$ cat config.mk
export PLATFORM = sky130hd
export DESIGN_NAME = mem_arbiter
export DESIGN_NICKNAME = d
export VERILOG_FILES = /design/src/rtl/mem_arbiter.sv
export SDC_FILE = /design/constraint.sdc
export NUM_CORES = 1
export LEC_CHECK = 0
export BUFFER_PORTS_ARGS = -buffer_cell sky130_fd_sc_hd__buf_2
export CAP_MARGIN = 0
export CORE_UTILIZATION = 45
export DETAILED_ROUTE_END_ITERATION = 10
export PLACE_DENSITY_LB_ADDON = 0.12
export SYNTH_ARGS = -nofsm -noshare
export SYNTH_HDL_FRONTEND = slang
export SYNTH_SLANG_ARGS = --single-unit
$ cat constraint.sdc
create_clock -name clk -period 1.9 [get_ports clk]
set_clock_uncertainty 0.2 [all_clocks]
set_input_delay 0.285 -clock clk [delete_from_list [all_inputs] [get_ports clk]]
set_output_delay 0.285 -clock clk [all_outputs]
set_load 0.01 [all_outputs]
$ cat src/rtl/mem_arbiter.sv
// Two-master (CPU / DMA) arbiter for a single-port memory with round-robin tie-break.
// Each access runs IDLE -> ACCESS -> DONE; every output is registered.
module mem_arbiter #(
   parameter int AWIDTH = 5,
   parameter int DWIDTH = 8
) (
   input  logic              clk,
   input  logic              rst,
   input  logic              cpu_req,
   input  logic              cpu_we,
   input  logic [AWIDTH-1:0] cpu_addr,
   input  logic [DWIDTH-1:0] cpu_wdata,
   input  logic              dma_req,
   input  logic              dma_we,
   input  logic [AWIDTH-1:0] dma_addr,
   input  logic [DWIDTH-1:0] dma_wdata,
   output logic              cpu_gnt,
   output logic              dma_gnt,
   output logic              cpu_ack,
   output logic              dma_ack,
   output logic [DWIDTH-1:0] rdata,
   output logic              mem_rd,
   output logic              mem_wr,
   output logic [AWIDTH-1:0] mem_addr,
   output logic [DWIDTH-1:0] mem_wdata,
   output logic              mem_data_e,
   input  logic [DWIDTH-1:0] mem_rdata,
   output logic              busy
);

   localparam logic [1:0] ST_IDLE   = 2'd0;
   localparam logic [1:0] ST_ACCESS = 2'd1;
   localparam logic [1:0] ST_DONE   = 2'd2;

   logic [1:0]        state;
   logic              prio_dma;
   logic              we_q;

   logic              pick_dma;
   logic              sel_we;
   logic [AWIDTH-1:0] sel_addr;
   logic [DWIDTH-1:0] sel_wdata;

   // DMA wins when it is alone, or on a tie when it holds the round-robin token.
   always_comb begin
      pick_dma  = dma_req & (~cpu_req | prio_dma);
      sel_we    = pick_dma ? dma_we    : cpu_we;
      sel_addr  = pick_dma ? dma_addr  : cpu_addr;
      sel_wdata = pick_dma ? dma_wdata : cpu_wdata;
   end

   // NOTE: all state and outputs use non-blocking assignments so every register
   // samples pre-edge values; blocking here would create ordering-dependent logic.
   always_ff @(posedge clk) begin
      if (rst) begin
         state      <= ST_IDLE;
         prio_dma   <= 1'b0;
         we_q       <= 1'b0;
         cpu_gnt    <= 1'b0;
         dma_gnt    <= 1'b0;
         cpu_ack    <= 1'b0;
         dma_ack    <= 1'b0;
         rdata      <= '0;
         mem_rd     <= 1'b0;
         mem_wr     <= 1'b0;
         mem_addr   <= '0;
         mem_wdata  <= '0;
         mem_data_e <= 1'b0;
         busy       <= 1'b0;
      end else begin
         cpu_ack <= 1'b0;
         dma_ack <= 1'b0;
         case (state)
            ST_IDLE: begin
               if (cpu_req | dma_req) begin
                  state      <= ST_ACCESS;
                  busy       <= 1'b1;
                  cpu_gnt    <= ~pick_dma;
                  dma_gnt    <= pick_dma;
                  prio_dma   <= ~pick_dma;
                  we_q       <= sel_we;
                  mem_addr   <= sel_addr;
                  mem_wdata  <= sel_wdata;
                  mem_rd     <= ~sel_we;
                  mem_wr     <= sel_we;
                  mem_data_e <= sel_we;
               end
            end
            ST_ACCESS: begin
               state      <= ST_DONE;
               mem_rd     <= 1'b0;
               mem_wr     <= 1'b0;
               mem_data_e <= 1'b0;
               cpu_ack    <= cpu_gnt;
               dma_ack    <= dma_gnt;
               if (!we_q) rdata <= mem_rdata;
            end
            ST_DONE: begin
               // No grant here: the just-acked master's req may still be high.
               state   <= ST_IDLE;
               busy    <= 1'b0;
               cpu_gnt <= 1'b0;
               dma_gnt <= 1'b0;
            end
            default: begin
               state      <= ST_IDLE;
               busy       <= 1'b0;
               cpu_gnt    <= 1'b0;
               dma_gnt    <= 1'b0;
               mem_rd     <= 1'b0;
               mem_wr     <= 1'b0;
               mem_data_e <= 1'b0;
            end
         endcase
      end
   end

endmodule

==> results of run 1 <==
[power groups by stage]
stage	combinational (W)	sequential (W)	clock, W
5_1_grt	0.000422	0.000784	0.000538
6_report	0.000382	0.000775	0.000500
3_5_place_dp	0.000374	0.000790	0
2_1_floorplan	0.000234	0.000811	0
3_3_place_gp	0.000367	0.000788	0
4_1_cts	0.000387	0.000775	0.000518
[what timing repair did]
| item | in CTS | in global routing |
|---|---|---|
| gates resized for setup | 0 | 0 |
| endpoints found under the setup margin | 0 | 0 |
| hold buffers | 7 | 0 |
| endpoints found under the hold margin | 7 | 0 |
[per-layer routing]
metal / wire (µm) / global-route usage (%) / vias up
li1: - / - / 636
met1: 1276 / 22.59 / 575
met2: 1473 / 32.84 / 45
met3: 205 / 6.696 / 2
met4: 24 / 5.102 / 0
met5: 0 / 0 / -
[stage by stage]
| step | hold slack (ps) | utilization, % | power [W] | cell area [µm²] |
|---|---|---|---|---|
| 4_1_cts | 7.366 | 63.55 | 0.001680 | 1924 |
| 5_1_grt | 38.17 | 63.55 | 0.001744 | 1924 |
| 2_1_floorplan | 232.2 | - | 0.001045 | 1419 |
| 6_report | 23.66 | 63.55 | 0.001658 | 1924 |
| 3_3_place_gp | 250.8 | 58.72 | 0.001155 | 1778 |
| 3_5_place_dp | 265.8 | 58.72 | 0.001164 | 1778 |
[final cells by class]
cell class                      count  area share (%)
Clock inverter                      2           1.821
Sequential cell                    32           33.29
Multi-Input combinational cell     97           35.96
Clock buffer                        6           2.146
Tap cell                           44           2.861
Timing Repair Buffer               80           23.93
[worst reg2reg max path: stages (launching register included)]
cell and delay [ps]:
dfxtp_1 540, nor3b_2 220, buf_4 210, mux2i_1 230, nor2_1 60
[kinds of logic after synthesis]
group                  Yosys count  share of synthesized area (%)
and+or+nand+nor                 67                          22.84
muxes                            9                          6.349
DFF                             32                          45.15
buffers and inverters           12                          6.084
AOI/OAI and AO/OA               21                          19.58
[flip-flops by register name, indices dropped and copies added, names as in the netlist]
register and flops:
mem_wdata 8, rdata 8, mem_addr 5, state 2
busy 1, cpu_ack 1, cpu_gnt 1, dma_ack 1
dma_gnt 1, mem_data_e 1, mem_rd 1, prio_dma 1
we_q 1
[cell usage in the layout (no fill, tap or decap)]
cell type	count
dlygate4sd3_1	7
a21boi_0	1
o21a_1	1
o21ai_0	1
dfxtp_1	32
a21bo_2	1
and2_1	2
a311oi_2	14
nor4_1	1
nand2_1	27
o211a_1	1
clkbuf_4	5
nand3_1	2
buf_2	68
nor2_2	12
nor3b_2	1
a2111oi_2	1
a211oi_2	1
nor2_1	17
nor3_4	1
nand2b_2	1
bufinv_16	1
clkinv_2	1
and3_1	2
mux2i_1	9
clkbuf_1	1
buf_12	1
buf_4	4
nor3_1	1
[worst paths after layout]
kind,end,slack [ps],cells past startpoint
worst max-delay path,rdata[5],330,4
worst max register to register,rdata[5],330,4
worst min-delay path,rdata[5],20,3
worst min register to register,busy,290,1
==> reports/metrics.yaml, run 1 <==
placed_design:
  pre_cts_ws_ps: 370.8
  port_buffers: 68
  hpwl_mm: 2.174
  gp_congestion: 0.7911
  placed_cells: 246
yosys:
  synth_flop_cell: "dfxtp_1"
  synth-seq-cells: 32
  netlist.area_leader.share_pct: 45.15
  ys_warn_count: 0
  synth_edf_count: 0
  ys_seq_area_share_pct: 45.15
  synth_cell_type_count: 26
  netlist_instances: 141
  synthArstFlopShare_pct: 0
  avgSynthCellArea_um2: 10.06
  synthTopCellsByArea: "dfxtp_1 45%, a311oi_2 15%, nand2_1 7.1%"
  synth_common_cells: "32 x dfxtp_1, 27 x nand2_1, 17 x nor2_1"
  yosys.area.top_type: "dfxtp_1"
  synth_area_um2: 1419
  yosys.cell_count.top_type: "dfxtp_1"
  syn-num-nets: 181
route:
  via_count: 1258
  dr.pass1.iters: 4
  vias_per_cell: 4.820
  drt_iter0_markers: 23
  wl_mm: 2.979
  route.detailed.drc: 0
  wire_per_inst_um: 11.41
  detail-route-antenna-nets: 0
timing:
  hold_viol: 0
  setup-violations-final: 0
  period_share_pct: 82.58
  slew_headroom_pct: 72.30
  tightest_slew_ps: 415.4
  rsz0062_at_grt: "false"
  tns_ps: 0
  fmax_mhz: 637.4
  drv_slew: 0
  worst_slack_ps: 331.0
  min_period_ps: 1569
worst_setup_path:
  r2r-start: "state[0]"
  critPathCaptureType: "flip-flop"
  cp.arrival_ps: 1580
  slowest_stage: "dfxtp_1"
  crit_fanout: 8
  worstPathRequired_ps: 1910
  crit_family: "flip-flops"
  cp_cell_sequence: "nor3b_2, buf_4, mux2i_1, nor2_1"
  slowest_delay_ps: 540
  crit_start: "state[0]"
  startpoint_type: "flip-flop"
  critPathBufInv: 1
  critPathKind: "flip-flop to flip-flop"
clock_tree:
  cts_root_buf: "clkbuf_4"
  cts_tree: "done"
  htreeDepth: 2
  ctsLongestPathBuffers: 2
  path_clk_slew_ps: 100
  cts_made_buffers: 5
  clkLatencyLatePin_ps: 330
  cts_sinks: 32
  post_cts_buffers: 0
die:
  fp.dieW_um: 58.15
  start_util_pct: 46.86
  core.rowCount: 20
  ios: 69
  coreArea_um2: 3028
  fp.dieH_um: 58.15
  die-area_um2: 3381
min_path:
  hold_path.class: "input pin to flip-flop"
  hold_path_startpoint: "mem_rdata[5]"
power_and_ir_drop:
  internal_power_w: 0.001194
  p_comb_share_pct: 23.1
  p_seq_share_pct: 46.8
  vdd_ir_drop_max_mv: 0.6315
  cellPowerDensity_nw_per_um2: 861.6
  p_clk_share_pct: 30.2
  leakage_nw: 0.9022
  power.switching_w: 0.0004643
  swShare_pct: 28.00
final_layout:
  finalNetCount: 256
  num_antenna_cells: 0
  syn2layout_area_growth_pct: 35.63
  fin_cells: 261
  seqCellArea_um2: 640.6
  multi_input_area_um2: 691.9
  final_layout_size_suffix_gt1_share_pct: 51.61
  n_fill_cell: 274
grt:
  antenna_found_initial: 0
  grt_max_degree: 31
  grt_pass1_wl_mm: 5.002
  gr-total-overflow: 0
  grt_pass1_vias: 1183
  grt.total_usage_pct: 19.10
status:
  outcome: "finished clean"
job:
  drv_cap: 0
Note: power is estimated with default switching activity, not from simulation.
==> inputs of run 2 (changes only) <==
==> constraint.sdc (replaced) <==
create_clock -name clk -period 1.6 [get_ports clk]
set_clock_uncertainty 0.2 [all_clocks]
set_input_delay 0.24 -clock clk [delete_from_list [all_inputs] [get_ports clk]]
set_output_delay 0.24 -clock clk [all_outputs]
set_load 0.01 [all_outputs]
==> run 2 against run 1 <==
First-iteration DRC count increased by 74%. Clock power increased by 21%. Highest routed layer unchanged. Sequential power increased by 18%. Wire length increased by 16%. Worst setup slack got worse by 200 ps. Global-route usage increased by 3.7 points. Via count increased by 10%. Combinational power increased by 41%. Clock-buffer cell count unchanged. Cell count increased by 12%. Utilization increased by 11 points. Maximum frequency increased by 6.9%.
==> reports/metrics.yaml, run 2 (synthesized netlist as in run 1, its figures left out) <==
status:
  outcome: "finished clean"
final_layout:
  final_common_cell: "buf_2"
  seqCellArea_um2: 640.6
  syn2layout_area_growth_pct: 59.08
  multi_input_area_um2: 691.9
  n_fill_cell: 226
  reg_top3: "mem_wdata x8, rdata x8, mem_addr x5"
  post-route-cell-area_um2: 2257
  layout_common_cells: "68 x buf_2, 34 x dlygate4sd3_1, 32 x dfxtp_1"
  final_layout_size_suffix_gt1_share_pct: 46.99
  fin_cells: 293
  finalNetCount: 288
  num_antenna_cells: 0
grt:
  antenna_found_initial: 0
  grt_pass1_wl_mm: 5.761
  use_met2_pct: 42.69
  grt_max_degree: 27
  grt.met3_usage_pct: 6.250
  grt.total_usage_pct: 22.75
  grt-busiest-layer: "met2"
  gr-total-overflow: 0
  grt_pass1_vias: 1347
  met1_usage_pct: 23.55
power_and_ir_drop:
  cellPowerDensity_nw_per_um2: 912.1
  p_clk_share_pct: 29.3
  internal_power_w: 0.001481
  leakage_nw: 1.049
  power.switching_w: 0.0005776
  p_comb_share_pct: 26.1
  p_seq_share_pct: 44.6
  vdd_ir_drop_max_mv: 0.6189
  swShare_pct: 28.06
worst_setup_path:
  reg2reg_to: "mem_wdata[4]"
  slowest_delay_ps: 380
  crit_start: "state[0]"
  cp.arrival_ps: 1510
  worstPathRequired_ps: 1640
  r2r_cells: 4
  critPathCaptureType: "flip-flop"
  rrSetupSlack_ps: 130
  crit_fanout: 26
  cp_num_cells: 4
  crit_end: "mem_wdata[4]"
  r2r-start: "state[0]"
  slowest_stage: "dfxtp_1"
  cp_cell_sequence: "nor3_4, buf_12, nor2_2, a311oi_2"
  critPathBufInv: 1
  critPathKind: "flip-flop to flip-flop"
  startpoint_type: "flip-flop"
  crit_family: "flip-flops"
die:
  start_util_pct: 46.86
  fp.dieW_um: 58.15
  ios: 69
  coreArea_um2: 3028
  fp.dieH_um: 58.15
  core.rowCount: 20
  die-area_um2: 3381
route:
  wire_per_inst_um: 11.84
  dr.pass1.iters: 4
  via_count: 1386
  wl_mm: 3.469
  vias_per_cell: 4.730
  route.detailed.drc: 0
  detail-route-antenna-nets: 0
  drt_iter0_markers: 40
timing:
  hold_viol: 0
  tns_ps: 0
  tightest_slew_ps: 296.8
  worst_slack_ps: 132.5
  fmax_mhz: 681.4
  min_period_ps: 1467
  setup-violations-final: 0
  period_share_pct: 91.72
  drv_slew: 0
  slew_headroom_pct: 80.19
  rsz0062_at_grt: "false"
clock_tree:
  cts_made_buffers: 5
  cts_root_buf: "clkbuf_4"
  path_clk_slew_ps: 100
  cts_hold_buf: 34
  post_cts_resized: 0
  cts_sinks: 32
  cts_tree: "done"
  post_cts_buffers: 0
  ctsLongestPathBuffers: 2
  htreeDepth: 2
  clkLatencyLatePin_ps: 340
placed_design:
  pre_cts_ws_ps: 137.4
  hpwl_mm: 2.249
  port_buffers: 68
  placed_area_um2: 1841
  gp_congestion: 0.8164
  placed_cells: 251
job:
  drv_cap: 0
min_path:
  hold_path.class: "input pin to flip-flop"
==> run 2: worst min-delay path by stage <==
stage / endpoint / depth (start not counted) / from / slack, ps
after floorplan: rdata[0] / 2 / mem_rdata[0] / 190
after global placement: busy / 1 / busy / 250
after detailed placement: busy / 1 / busy / 260
after CTS: rdata[0] / 2 / rst / 40
after global routing: rdata[0] / 2 / rst / 40
final: rdata[0] / 2 / rst / 50
==> run 2: cell type report <==
class | instances | share of cell area (%)
Clock buffer | 6 | 1.829
Sequential cell | 32 | 28.38
Timing Repair Buffer | 112 | 35.14
Clock inverter | 2 | 1.552
Tap cell | 44 | 2.439
Multi-Input combinational cell | 97 | 30.65
==> run 2: layer usage <==
| metal | vias to the layer above | part of all wire, % |
|---|---|---|
| met4 | 0 | 2.0 |
| met1 | 625 | 39 |
| met2 | 54 | 54 |
| met5 | - | 0 |
| li1 | 701 | - |
| met3 | 6 | 4.9 |
==> run 2: power by group through the flow <==
stage / registers [W] / clock network (W) / logic, W
final: 0.000918 / 0.000604 / 0.000537
after global routing: 0.000929 / 0.000655 / 0.000588
after CTS: 0.000917 / 0.000623 / 0.000537
after detailed placement: 0.000934 / 0 / 0.000473
after global placement: 0.000933 / 0 / 0.000463
after floorplan: 0.000962 / 0 / 0.000278
==> run 2: stage by stage <==
stage	power (W)	hold WS (ps)	utilization [%]
5_1_grt	0.002172	38.69	74.55
6_report	0.002059	52.52	74.55
4_1_cts	0.002077	44.23	74.55
2_1_floorplan	0.001241	187.2	-
3_3_place_gp	0.001396	252.9	60.79
3_5_place_dp	0.001407	261.8	60.79
==> inputs of run 3 (changes only) <==
--- a/config.mk
+++ b/config.mk
@@ -9,6 +9,7 @@
 export CAP_MARGIN = 0
 export CORE_UTILIZATION = 45
 export DETAILED_ROUTE_END_ITERATION = 10
+export HOLD_SLACK_MARGIN = 0.12
 export PLACE_DENSITY_LB_ADDON = 0.12
 export SYNTH_ARGS = -nofsm -noshare
 export SYNTH_HDL_FRONTEND = slang
==> constraint.sdc (replaced) <==
create_clock -name clk -period 1.65 [get_ports clk]
set_clock_uncertainty 0.2 [all_clocks]
set_input_delay 0.33 -clock clk [delete_from_list [all_inputs] [get_ports clk]]
set_output_delay 0.33 -clock clk [all_outputs]
set_load 0.01 [all_outputs]
==> run 3 against run 2 <==
Worst hold slack better by 93 ps. Total power is 12% lower. Critical path depth stayed put. Cell count stayed put. Register-to-register slack better by 30 ps. Sequential power is 2.9% lower. Final area is 2.1% lower. Combinational power is 3.7% lower. Critical path type unchanged. Largest cell class unchanged. Largest power group unchanged.
==> reports/metrics.yaml, run 3 (synthesized netlist as in run 1, its figures left out) <==
final_layout:
  n_fill_cell: 239
  reg_top3: "mem_wdata x8, rdata x8, mem_addr x5"
  post-route-cell-area_um2: 2210
  num_antenna_cells: 0
  syn2layout_area_growth_pct: 55.73
  fin_cells: 293
  final_common_cell: "buf_2"
  final_layout_size_suffix_gt1_share_pct: 46.99
  layout_common_cells: "68 x buf_2, 34 x dlygate4sd3_1, 32 x dfxtp_1"
  finalNetCount: 289
placed_design:
  placed_area_um2: 1823
  placed_cells: 252
  gp_congestion: 0.8488
  pre_cts_ws_ps: 71.86
  port_buffers: 68
  hpwl_mm: 2.320
worst_setup_path:
  cp_num_cells: 4
  startpoint_type: "flip-flop"
  rrSetupSlack_ps: 170
  slowest_stage: "dfxtp_1"
  r2r-start: "state[1]"
  crit_start: "state[1]"
  critPathBufInv: 1
  crit_family: "flip-flops"
  critPathKind: "flip-flop to flip-flop"
  critPathCaptureType: "flip-flop"
  crit_fanout: 9
  r2r_cells: 4
  cp_cell_sequence: "nor3_4, buf_4, nor2_1, a311oi_2"
  worstPathRequired_ps: 1690
  reg2reg_to: "mem_addr[4]"
  cp.arrival_ps: 1520
  crit_end: "mem_addr[4]"
  slowest_delay_ps: 430
clock_tree:
  post_cts_buffers: 0
  path_clk_slew_ps: 90
  clkLatencyLatePin_ps: 320
  cts_root_buf: "clkbuf_4"
  ctsLongestPathBuffers: 2
  cts_made_buffers: 5
  cts_tree: "done"
  post_cts_resized: 0
  cts_sinks: 32
  htreeDepth: 2
  cts_hold_buf: 34
power_and_ir_drop:
  vdd_ir_drop_max_mv: 0.4814
  cellPowerDensity_nw_per_um2: 820.4
  leakage_nw: 1.030
min_path:
  hold_path.class: "input pin to flip-flop"
  hold_depth: 2
timing:
  whs_ps: 145.9
  tightest_slew_ps: 376.2
  fmax_mhz: 674.2
  worst_slack_ps: 166.7
  min_period_ps: 1483
  setup-violations-final: 0
  slew_headroom_pct: 74.88
  period_share_pct: 89.90
  drv_slew: 0
  tns_ps: 0
  rsz0062_at_grt: "false"
  hold_viol: 0
die:
  ios: 69
  start_util_pct: 46.86
  fp.dieH_um: 58.15
  coreArea_um2: 3028
  fp.dieW_um: 58.15
  core.rowCount: 20
  die-area_um2: 3381
route:
  via_count: 1407
  wire_per_inst_um: 11.98
  drt_iter0_markers: 60
  route.detailed.drc: 0
  vias_per_cell: 4.802
  wl_mm: 3.509
  detail-route-antenna-nets: 0
  dr.pass1.iters: 4
grt:
  antenna_found_initial: 0
  met1_usage_pct: 23.40
  grt-busiest-layer: "met2"
  grt_pass1_vias: 1377
  grt.total_usage_pct: 22.37
  use_met2_pct: 40.89
  grt.met3_usage_pct: 5.134
  grt_pass1_wl_mm: 5.692
  grt_max_degree: 20
  gr-total-overflow: 0
job:
  drv_cap: 0
status:
  outcome: "finished clean"
## run 3: routing by layer
metal | up-vias | part of all wire [%]
li1 | 704 | -
met4 | 0 | 2.7
met2 | 50 | 52
met1 | 641 | 41
met5 | - | 0
met3 | 12 | 4.4
## run 3: layout make-up
| cell class | instances | area, µm² | area share (%) |
|---|---|---|---|
| timing repair buffer | 113 | 775.7 | 35.11 |
| multi-input combinational | 97 | 691.9 | 31.31 |
| clock buffer | 6 | 41.29 | 1.869 |
| sequential | 32 | 640.6 | 28.99 |
| tap | 44 | 55.05 | 2.492 |
| clock inverter | 1 | 5.005 | 0.2265 |
## run 3: worst reg2reg max path, delay by kind of cell (launching register included)
kind / cells / cell delay [ps]
buffers and inverters: 1 / 210
DFF: 1 / 430
and+or+nand+nor: 2 / 320
AOI/OAI and AO/OA: 1 / 240
## run 3: how the worst min path moves through the flow
| stage | from | end |
|---|---|---|
| final | rst | prio_dma |
| after global routing | rst | prio_dma |
| after CTS | rst | prio_dma |
| after detailed placement | busy | busy |
| after global placement | busy | busy |
| after floorplan | mem_rdata[0] | rdata[0] |
## run 3: metrics by stage
stage / power, W / utilization [%]
2_1_floorplan: 0.001203 / -
3_3_place_gp: 0.001348 / 60.21
3_5_place_dp: 0.001363 / 60.21
4_1_cts: 0.001828 / 72.98
5_1_grt: 0.001907 / 72.98
6_report: 0.001813 / 72.98
## run 3: power breakdown
| group | switching (W) | internal [W] | total (W) |
|---|---|---|---|
| Sequential | 0.0000461 | 0.000845 | 0.000891 |
| Combinational | 0.000247 | 0.000270 | 0.000517 |
| Clock | 0.000249 | 0.000157 | 0.000406 |
| Total | 0.000542 | 0.00127 | 0.00181 |
